==> src/rtl/pmem_bridge_pkg.sv <==
// pmem_bridge_pkg: shared word/mask types and bridge FSM state encoding
package pmem_bridge_pkg;
  typedef logic [31:0] rv32i_word;
  typedef logic [3:0]  rv32i_mem_wmask;
  typedef enum logic [1:0] {
    IDLE = 2'b00,
    BUSY = 2'b01,
    RESP = 2'b10
  } pmem_bridge_state_t;
endpackage

==> src/rtl/pmem_timeout_ctr.sv <==
// pmem_timeout_ctr: saturating busy-cycle timer with expiry flag
// Ports:
//   clk, rst_n : clock, async active-low reset
//   clear      : synchronous return to zero (wins over enable)
//   enable     : count one cycle
//   expired    : count has reached TIMEOUT_CYCLES-1; never set when TIMEOUT_CYCLES==0
module pmem_timeout_ctr #(
  parameter int unsigned TIMEOUT_CYCLES = 256
) (
  input  logic clk,
  input  logic rst_n,
  input  logic clear,
  input  logic enable,
  output logic expired
);
  localparam int unsigned W = TIMEOUT_CYCLES > 0 ? $clog2(TIMEOUT_CYCLES + 1) : 1;
  logic [W-1:0] count;
  always_ff @(posedge clk or negedge rst_n) begin
    if (!rst_n) count <= '0;
    else if (clear) count <= '0;
    else if (enable && count != '1) count <= count + 1'b1;
  end
  assign expired = (TIMEOUT_CYCLES != 0) && (count == W'(TIMEOUT_CYCLES - 1));
endmodule

==> src/rtl/pmem_bridge.sv <==
// pmem_bridge: CPU level-held memory port to req/ack physical bus bridge with timeout
// Ports:
//   clk, rst_n                 : clock, async active-low reset
//   mem_read, mem_write        : CPU requests, held until mem_resp
//   mem_address, mem_wdata     : CPU byte address and write data
//   mem_byte_enable            : CPU write mask
//   mem_resp, mem_rdata        : one-cycle completion pulse and held read data
//   pmem_req/we/addr/wdata/wmask : physical bus request side (word-aligned)
//   pmem_ack, pmem_rdata       : physical bus completion and read data
//   err_clear, bus_err         : sticky error flag (timeout or read+write) and its clear
module pmem_bridge
  import pmem_bridge_pkg::*;
#(
  parameter int unsigned TIMEOUT_CYCLES = 256,
  parameter rv32i_word   ERR_RDATA      = 32'hDEAD_BEEF
) (
  input  logic           clk,
  input  logic           rst_n,
  input  logic           mem_read,
  input  logic           mem_write,
  input  rv32i_word      mem_address,
  input  rv32i_word      mem_wdata,
  input  rv32i_mem_wmask mem_byte_enable,
  output logic           mem_resp,
  output rv32i_word      mem_rdata,
  output logic           pmem_req,
  output logic           pmem_we,
  output rv32i_word      pmem_addr,
  output rv32i_word      pmem_wdata,
  output rv32i_mem_wmask pmem_wmask,
  input  logic           pmem_ack,
  input  rv32i_word      pmem_rdata,
  input  logic           err_clear,
  output logic           bus_err
);
  pmem_bridge_state_t state, state_next;
  logic accept, expired, timeout, set_err;
  assign accept  = state == IDLE && (mem_read || mem_write);
  assign timeout = state == BUSY && !pmem_ack && expired;
  assign set_err = (accept && mem_read && mem_write) || timeout;
  // req and resp decode straight from state flops, so reset drops them immediately
  assign pmem_req = state == BUSY;
  assign mem_resp = state == RESP;
  pmem_timeout_ctr #(.TIMEOUT_CYCLES(TIMEOUT_CYCLES)) u_timer (
    .clk     (clk),
    .rst_n   (rst_n),
    .clear   (accept),
    .enable  (state == BUSY),
    .expired (expired)
  );
  always_comb begin
    state_next = state == IDLE ? (accept ? BUSY : IDLE)
               : state == BUSY ? ((pmem_ack || expired) ? RESP : BUSY)
               : IDLE;
  end
  always_ff @(posedge clk or negedge rst_n) begin
    if (!rst_n) begin
      state      <= IDLE;
      pmem_we    <= 1'b0;
      pmem_addr  <= '0;
      pmem_wdata <= '0;
      pmem_wmask <= '0;
      mem_rdata  <= '0;
      bus_err    <= 1'b0;
    end else begin
      state   <= state_next;
      bus_err <= set_err || (bus_err && !err_clear);
      if (accept) begin
        pmem_we    <= mem_write;
        pmem_addr  <= {mem_address[31:2], 2'b00};
        pmem_wdata <= mem_wdata;
        pmem_wmask <= mem_write ? mem_byte_enable : 4'b0000;
      end
      if (state == BUSY && !pmem_we && pmem_ack) mem_rdata <= pmem_rdata;
      else if (timeout && !pmem_we) mem_rdata <= ERR_RDATA;
    end
  end
endmodule
==> config.mk <==
export PLATFORM = sky130hd
export DESIGN_NAME = pmem_bridge
export DESIGN_NICKNAME = d
export VERILOG_FILES = /design/src/rtl/pmem_bridge_pkg.sv /design/src/rtl/pmem_timeout_ctr.sv /design/src/rtl/pmem_bridge.sv
export SDC_FILE = /design/constraint.sdc
export NUM_CORES = 1
export LEC_CHECK = 0
export ABC_AREA = 0
export BUFFER_PORTS_ARGS = -buffer_cell sky130_fd_sc_hd__buf_4
export CORE_MARGIN = 2
export CORE_UTILIZATION = 45
export CTS_BUF_LIST = sky130_fd_sc_hd__clkbuf_8
export CTS_CLUSTER_SIZE = 24
export DETAILED_ROUTE_END_ITERATION = 12
export PLACE_DENSITY = 0.89
export SYNTH_ARGS = -nofsm -noshare
export SYNTH_HDL_FRONTEND = slang
export SYNTH_SLANG_ARGS = --single-unit
==> constraint.sdc <==
create_clock -name clk -period 2.54 [get_ports clk]
set_input_delay 0.381 -clock clk [delete_from_list [all_inputs] [get_ports clk]]
set_output_delay 0.381 -clock clk [all_outputs]
set_load 0.1 [all_outputs]
==> flow_metrics.py, run 1 <==
metrics = {
    "routing": {
        "dr.first_iter.drc_count": 70,
        "vias_per_cell": 5.02,
        "antenna_left": 0,
        "num_vias": 3126,
        "wirelength_um": 9940,
        "drc": 0,
        "routedWlPerCell_um": 16.0,
        "dr.pass1.iters": 4,
    },
    "clocking": {
        "cts_hold_buf": 0,
        "post-cts-setup-buffers": 0,
        "clock-root-buffer": "clkbuf_8",
        "ctsHtreeMaxLevel": 3,
        "numCtsBuffers": 9,
        "clk_pin_slew_ns": 0.11,
        "cts-resized-gates": 1,
        "clock_latency_ns": 0.36,
        "cts_tree": "done",
        "cts.path.max_buffers": 2,
        "clock-sinks": 111,
    },
    "sta": {
        "tightest_slew_ns": 0.848,
        "fin_crit_ns": 2.23,
        "drv_slew": 0,
        "setup_viol": 0,
        "hold_viol_final": 0,
        "timing.final.crit_share": 0.878,
        "rsz0062_at_grt": "no",
        "max_freq_ghz": 0.448,
        "fin_worst_skew_ns": 0.0156,
        "maxSlewHeadroom": 0.433,
    },
    "logic_synthesis": {
        "synth_area_um2": 4280,
        "synth.largest_area_cell": "dfrtp_1",
        "synth-seq-area-share": 0.649,
        "syn_inst": 285,
        "ys_seq_elements": 111,
        "synth-edff-count": 0,
        "ys.flop_type": "dfrtp_1",
        "synth_top_area_frac": 0.649,
        "postSynth.asyncResetShare": 1.00,
        "synth_area_leaders": "dfrtp_1, mux2_2, o22a_1",
        "yosys-top-cells-count": "dfrtp_1, mux2_2, o22a_1, a22o_1",
        "avgSynthCellArea_um2": 15.0,
        "yosysMostFrequentCell": "dfrtp_1",
        "ys_types": 36,
        "ys_warn_count": 0,
    },
    "min_path": {
        "min_path_type": "primary input to async pin",
    },
    "floorplan": {
        "rows": 35,
        "fp.dieH_um": 102,
        "core_area_um2": 9240,
        "io_pins": 210,
        "die_area_um2": 10300,
        "initial_core_util": 0.463,
        "die-width_um": 102,
    },
    "placed_design": {
        "port_buffers": 205,
        "gp_congestion": 0.754,
        "hpwl_um": 7650,
        "place_inst": 607,
    },
    "global_routing": {
        "antenna_found_initial": 0,
        "first_global_vias": 3325,
        "grt_max_degree": 50,
        "grt_overflow": 0,
        "grtUsageTotal": 0.190,
        "grt_pass1_wl_um": 15400,
    },
    "finish": {
        "drive_gt1_frac": 0.591,
        "instances_no_fill": 623,
        "seq_area_um2": 2780,
        "area_growth_pct": 42.7,
        "multiInputGateArea_um2": 1380,
        "final_nets": 598,
        "num_antenna_cells": 0,
        "fill_cells": 710,
    },
    "run": {
        "max_cap_violations": 0,
    },
    "critical_path": {
        "crit_arrival_ns": 2.50,
        "worst_setup_path_end_kind": "register",
        "crit_type": "register to register",
        "startpoint_type": "register",
        "cp.required_ns": 2.81,
        "cp_max_fo": 10,
    },
    "outcome": {
        "status": "completed",
    },
}
-- critical path, stage by stage, from the launching register on --
cell,delay [ns]
dfrtp_1,0.42
ha_1,0.24
nand3_1,0.10
nor2_1,0.06
ha_1,0.20
nand4bb_1,0.39
or4_1,0.57
a21oi_1,0.19
-- sequential cells by signal, summed over array words and instances (netlist names) --
name and cells:
mem_rdata 32, pmem_wdata 32, pmem_addr 30, u_timer.count 9
pmem_wmask 4, state 2, bus_err 1, pmem_we 1
-- path summary, 6_finish.rpt --
kind | startpoint | endpoint | slack, ns | cells past startpoint
max | u_timer.count[0] | u_timer.count[7] | 0.31 | 7
min in group clk | mem_wdata[15] | pmem_wdata[15] | 0.24 | 2
max in group asynchronous | rst_n | pmem_wmask[3] | 1.85 | 2
min | rst_n | mem_rdata[8] | 0.03 | 1
min reg2reg | mem_rdata[3] | mem_rdata[3] | 0.50 | 1
max reg2reg | u_timer.count[0] | u_timer.count[7] | 0.31 | 7
-- per-layer routing --
layer / vias up / wire (µm) / track usage
met1: 1514 / 3830 / 0.225
met2: 156 / 4990 / 0.318
met4: 0 / 210 / 0.0780
met3: 18 / 909 / 0.0628
li1: 1438 / - / -
met5: - / 0 / 0
-- area by class of cell --
type                       count  share of cell area
clock inverter                 7             0.00901
inverter                       5             0.00307
tap                          129              0.0264
timing repair buffer         210               0.260
multi-input combinational    152               0.226
clock buffer                   9              0.0203
sequential                   111               0.455
-- cell families after synthesis --
family	share of synthesized area
DFF	0.649
muxes	0.165
AOI/OAI and AO/OA	0.0970
and+or+nand+nor	0.0450
buffers and inverters	0.0319
adders and majority gates	0.00877
other	0.000876
xor gates and xnor gates	0.00205
-- through the flow --
stage	util	cell area, µm²	setup WS [ns]	hold slack [ns]	TNS (ns)
4_1_cts	0.661	6110	0.304	0.0400	0
2_1_floorplan	-	4280	0.417	0.0854	0
3_3_place_gp	0.641	5920	0.136	0.428	0
5_1_grt	0.661	6110	0.137	0.0559	0
3_5_place_dp	0.641	5920	-0.0250	0.443	-0.281
6_report	0.661	6110	0.309	0.0313	0
-- placed cells by master (no fill, tap or decap), types with 4 or more instances in the layout --
master / Yosys / routed
nand2_1: 4 / 4
a21oi_1: 5 / 5
o31ai_1: 4 / 4
nor2_1: 7 / 7
o22a_1: 24 / 24
a22o_1: 12 / 12
clkbuf_8: 0 / 9
dfrtp_1: 111 / 111
inv_1: 5 / 6
mux2_2: 62 / 62
buf_4: 5 / 209
Power of run 1 is not shown: default switching activity piles up to over one toggle a cycle in this logic, so the estimate is an artifact.
==> run 2: changes to the inputs <==
--- a/config.mk
+++ b/config.mk
@@ -12,7 +12,7 @@
 export CTS_BUF_LIST = sky130_fd_sc_hd__clkbuf_8
 export CTS_CLUSTER_SIZE = 24
 export DETAILED_ROUTE_END_ITERATION = 12
-export PLACE_DENSITY = 0.89
+export PLACE_DENSITY = 0.79
 export SYNTH_ARGS = -nofsm -noshare
 export SYNTH_HDL_FRONTEND = slang
 export SYNTH_SLANG_ARGS = --single-unit
==> flow_metrics.py, run 2 (synthesis gave the netlist of run 1 again) <==
metrics = {
    "critical_path": {
        "reg2reg_to": "u_timer.count[6]",
        "crit_type": "register to register",
        "reg2reg_slack_ns": 0.34,
        "ff2ff_path_depth": 7,
        "cp.required_ns": 2.82,
        "startpoint_type": "register",
        "cp_max_fo": 10,
        "reg2reg_from": "u_timer.count[0]",
        "worst_setup_path_end_kind": "register",
        "crit_arrival_ns": 2.48,
    },
    "sta": {
        "maxSlewHeadroom": 0.447,
        "drv_slew": 0,
        "setup_viol": 0,
        "hold_viol_final": 0,
        "setup_tns_ns": 0,
        "fin_crit_ns": 2.20,
        "max_freq_ghz": 0.455,
        "rsz0062_at_grt": "no",
        "tightest_slew_ns": 0.830,
        "fin_worst_skew_ns": 0.0184,
        "holdWs_ns": 0.230,
        "timing.final.crit_share": 0.865,
    },
    "clocking": {
        "post-cts-setup-buffers": 0,
        "cts_tree": "done",
        "clock-root-buffer": "clkbuf_8",
        "ctsHtreeMaxLevel": 3,
        "numCtsBuffers": 9,
        "clock-sinks": 111,
        "clock_latency_ns": 0.36,
        "clk_pin_slew_ns": 0.11,
        "cts.path.max_buffers": 2,
    },
    "routing": {
        "wirelength_um": 10100,
        "dr.first_iter.drc_count": 70,
        "drc": 0,
        "num_vias": 3111,
        "vias_per_cell": 4.99,
        "routedWlPerCell_um": 16.2,
        "antenna_left": 0,
        "dr.pass1.iters": 6,
    },
    "finish": {
        "reg_top3": "mem_rdata (32), pmem_wdata (32), pmem_addr (30)",
        "final_nets": 599,
        "final_common_cell": "buf_4",
        "drive_gt1_frac": 0.592,
        "num_antenna_cells": 0,
        "area_growth_pct": 43.9,
        "final_cell_mix": "buf_4, dfrtp_1, mux2_2",
        "final_core_util": 0.667,
    },
    "global_routing": {
        "first_global_vias": 3293,
        "grt_overflow": 0,
        "antenna_found_initial": 0,
        "grtUsageTotal": 0.196,
        "grt_max_degree": 51,
        "grt_pass1_wl_um": 15900,
    },
    "min_path": {
        "min_from": "mem_byte_enable[1]",
        "min_delay_path_depth": 2,
        "min_to": "pmem_wmask[1]",
        "min_path_type": "primary input to register",
    },
    "placed_design": {
        "hpwl_um": 7620,
        "gp_congestion": 0.737,
        "port_buffers": 205,
    },
    "floorplan": {
        "rows": 35,
        "io_pins": 210,
        "core_area_um2": 9240,
        "initial_core_util": 0.463,
        "die-width_um": 102,
        "die_area_um2": 10300,
        "fp.dieH_um": 102,
    },
    "run": {
        "max_cap_violations": 0,
    },
    "outcome": {
        "status": "completed",
    },
}
run 2: cell count changes in the layout (fill, tap and decap cells not counted):
cell,previous run,this run
bufinv_16,0,2
clkbuf_8,9,10
dlygate4sd3_1,0,1
inv_1,6,5
inv_6,2,1
inv_8,1,0
nor3_2,0,1
nor3_4,1,0
run 2: stage by stage:
step,cell area [µm²],setup WS (ns),cells
floorplan,4280,0.417,286
detailed placement,5920,0.364,607
CTS,6160,0.345,624
global route,6160,0.143,624
global placement,5920,0.425,607
finish,6160,0.342,624
run 2: layer usage:
metal | up-vias | GRT usage | routed length (µm) | part of all wire
met5 | - | 0 | 0 | 0
met1 | 1522 | 0.234 | 3950 | 0.39
met3 | 8 | 0.0704 | 935 | 0.092
li1 | 1445 | - | - | -
met4 | 0 | 0.0593 | 119 | 0.012
met2 | 136 | 0.334 | 5120 | 0.51
run 2: area by class of cell:
| type | instances | area, µm² |
|---|---|---|
| tap | 129 | 161 |
| clock inverter | 6 | 91.3 |
| inverter | 5 | 18.8 |
| multi-input combinational | 152 | 1380 |
| fill | 663 | 3080 |
| sequential | 111 | 2780 |
| timing repair buffer | 211 | 1600 |
| clock buffer | 10 | 138 |
run 2: critical path, cell delays in order, from the launching register on:
cell,delay (ns)
dfrtp_1,0.41
ha_1,0.23
nand3_1,0.09
nor2_1,0.06
ha_1,0.20
nand4bb_1,0.39
or4_1,0.59
a21oi_1,0.15
run 2: worst max path at each step:
stage	cells past startpoint	end	start	slack, ns
final	7	u_timer.count[6]	u_timer.count[0]	0.34
after global routing	7	u_timer.count[6]	u_timer.count[0]	0.14
after CTS	7	u_timer.count[6]	u_timer.count[0]	0.34
after detailed placement	7	u_timer.count[6]	u_timer.count[0]	0.36
after global placement	7	u_timer.count[6]	u_timer.count[0]	0.43
after floorplan	1	mem_resp	state[0]	0.42
run 2: repair_timing:
| action | CTS | global route |
|---|---|---|
| gates resized for setup | 0 | 0 |
| endpoints found under the hold margin | 13 | 0 |
| hold buffers | 1 | 0 |
Power of run 2 is left out for the same reason.
==> run 3: changes to the inputs <==
--- a/config.mk
+++ b/config.mk
@@ -13,6 +13,8 @@
 export CTS_CLUSTER_SIZE = 24
 export DETAILED_ROUTE_END_ITERATION = 12
 export PLACE_DENSITY = 0.79
+export REMOVE_ABC_BUFFERS = 1
+export SKIP_LAST_GASP = 1
 export SYNTH_ARGS = -nofsm -noshare
 export SYNTH_HDL_FRONTEND = slang
 export SYNTH_SLANG_ARGS = --single-unit
==> flow_metrics.py, run 3 (synthesis gave the netlist of run 1 again) <==
metrics = {
    "outcome": {
        "status": "completed",
    },
    "run": {
        "max_cap_violations": 0,
    },
    "sta": {
        "timing.final.crit_share": 0.884,
        "maxSlewHeadroom": 0.471,
        "rsz0062_at_grt": "no",
        "tightest_slew_ns": 0.793,
        "setup_viol": 0,
        "drv_slew": 0,
        "hold_viol_final": 0,
        "fin_worst_skew_ns": 0.00543,
        "fin_crit_ns": 2.25,
        "max_freq_ghz": 0.445,
    },
    "critical_path": {
        "crit_arrival_ns": 2.53,
        "reg2reg_from": "u_timer.count[0]",
        "crit_type": "register to register",
        "reg2reg_to": "u_timer.count[6]",
        "startpoint_type": "register",
        "ff2ff_path_depth": 7,
        "reg2reg_slack_ns": 0.29,
        "worst_setup_path_end_kind": "register",
        "cp_max_fo": 10,
        "cp.required_ns": 2.82,
    },
    "finish": {
        "final_nets": 597,
        "final_common_cell": "buf_4",
        "reg_top3": "mem_rdata (32), pmem_wdata (32), pmem_addr (30)",
        "final_core_util": 0.662,
        "final_area_um2": 6120,
        "area_growth_pct": 42.9,
        "fill_cells": 680,
        "final_cell_mix": "buf_4, dfrtp_1, mux2_2",
        "num_antenna_cells": 0,
        "drive_gt1_frac": 0.588,
    },
    "placed_design": {
        "hpwl_um": 7270,
        "post_dp_cell_area_um2": 5930,
        "port_buffers": 205,
        "gp_congestion": 0.698,
    },
    "clocking": {
        "clk_pin_slew_ns": 0.10,
        "cts_hold_buf": 0,
        "clock-root-buffer": "clkbuf_8",
        "numCtsBuffers": 9,
        "cts-resized-gates": 0,
        "cts.path.max_buffers": 2,
        "clock-sinks": 111,
        "post-cts-setup-buffers": 0,
        "clock_latency_ns": 0.35,
        "cts_tree": "done",
        "ctsHtreeMaxLevel": 3,
    },
    "routing": {
        "dr.first_iter.drc_count": 51,
        "num_vias": 3074,
        "drc": 0,
        "routedWlPerCell_um": 15.6,
        "vias_per_cell": 4.94,
        "wirelength_um": 9730,
        "dr.pass1.iters": 4,
        "antenna_left": 0,
    },
    "global_routing": {
        "grt_max_degree": 61,
        "first_global_vias": 3179,
        "antenna_found_initial": 0,
        "grt_pass1_wl_um": 15100,
        "grt_overflow": 0,
        "grtUsageTotal": 0.187,
    },
    "floorplan": {
        "initial_core_util": 0.463,
        "die_area_um2": 10300,
        "rows": 35,
        "io_pins": 210,
        "fp.dieH_um": 102,
        "die-width_um": 102,
        "core_area_um2": 9240,
    },
    "min_path": {
        "min_path_type": "primary input to async pin",
    },
}
run 3: final cells by class:
type / instances / area (µm²) / share of cell area
inverter: 5 / 18.8 / 0.00307
timing repair buffer: 209 / 1590 / 0.261
sequential: 111 / 2780 / 0.454
tap: 129 / 161 / 0.0264
clock inverter: 7 / 66.3 / 0.0108
clock buffer: 9 / 124 / 0.0202
multi-input combinational: 152 / 1380 / 0.225
run 3: critical path, cell delays in order (launching register included):
cell and delay, ns:
dfrtp_1 0.42, ha_1 0.24, nand3_1 0.10, nor2_1 0.06, ha_1 0.21, nand4bb_1 0.40
or4_1 0.59, a21oi_1 0.15
run 3: metal layers:
| layer | GRT usage | wire [µm] | up-vias |
|---|---|---|---|
| met5 | 0 | 0 | - |
| met4 | 0.0561 | 149 | 0 |
| met3 | 0.0890 | 1010 | 11 |
| met2 | 0.310 | 4760 | 143 |
| met1 | 0.216 | 3810 | 1489 |
| li1 | - | - | 1431 |
run 3: how the worst max path moves through the flow:
stage / start / end / slack, ns / depth (start not counted)
finish: u_timer.count[0] / u_timer.count[6] / 0.29 / 7
floorplan: state[0] / pmem_addr[10] / -0.42 / 3
CTS: u_timer.count[0] / u_timer.count[6] / 0.31 / 7
global route: u_timer.count[0] / u_timer.count[7] / 0.15 / 7
detailed placement: u_timer.count[0] / u_timer.count[6] / 0.35 / 7
global placement: u_timer.count[0] / u_timer.count[6] / 0.45 / 7
run 3: through the flow:
step           worst slack [ns]  hold slack [ns]  setup TNS (ns)  std cells
5_1_grt                   0.153           0.0772               0        622
6_report                  0.295           0.0407               0        622
3_3_place_gp              0.446            0.451               0        606
4_1_cts                   0.311           0.0492               0        622
3_5_place_dp              0.354            0.449               0        606
2_1_floorplan            -0.416           0.0854          -26.42        268
Power of run 3 is left out for the same reason.
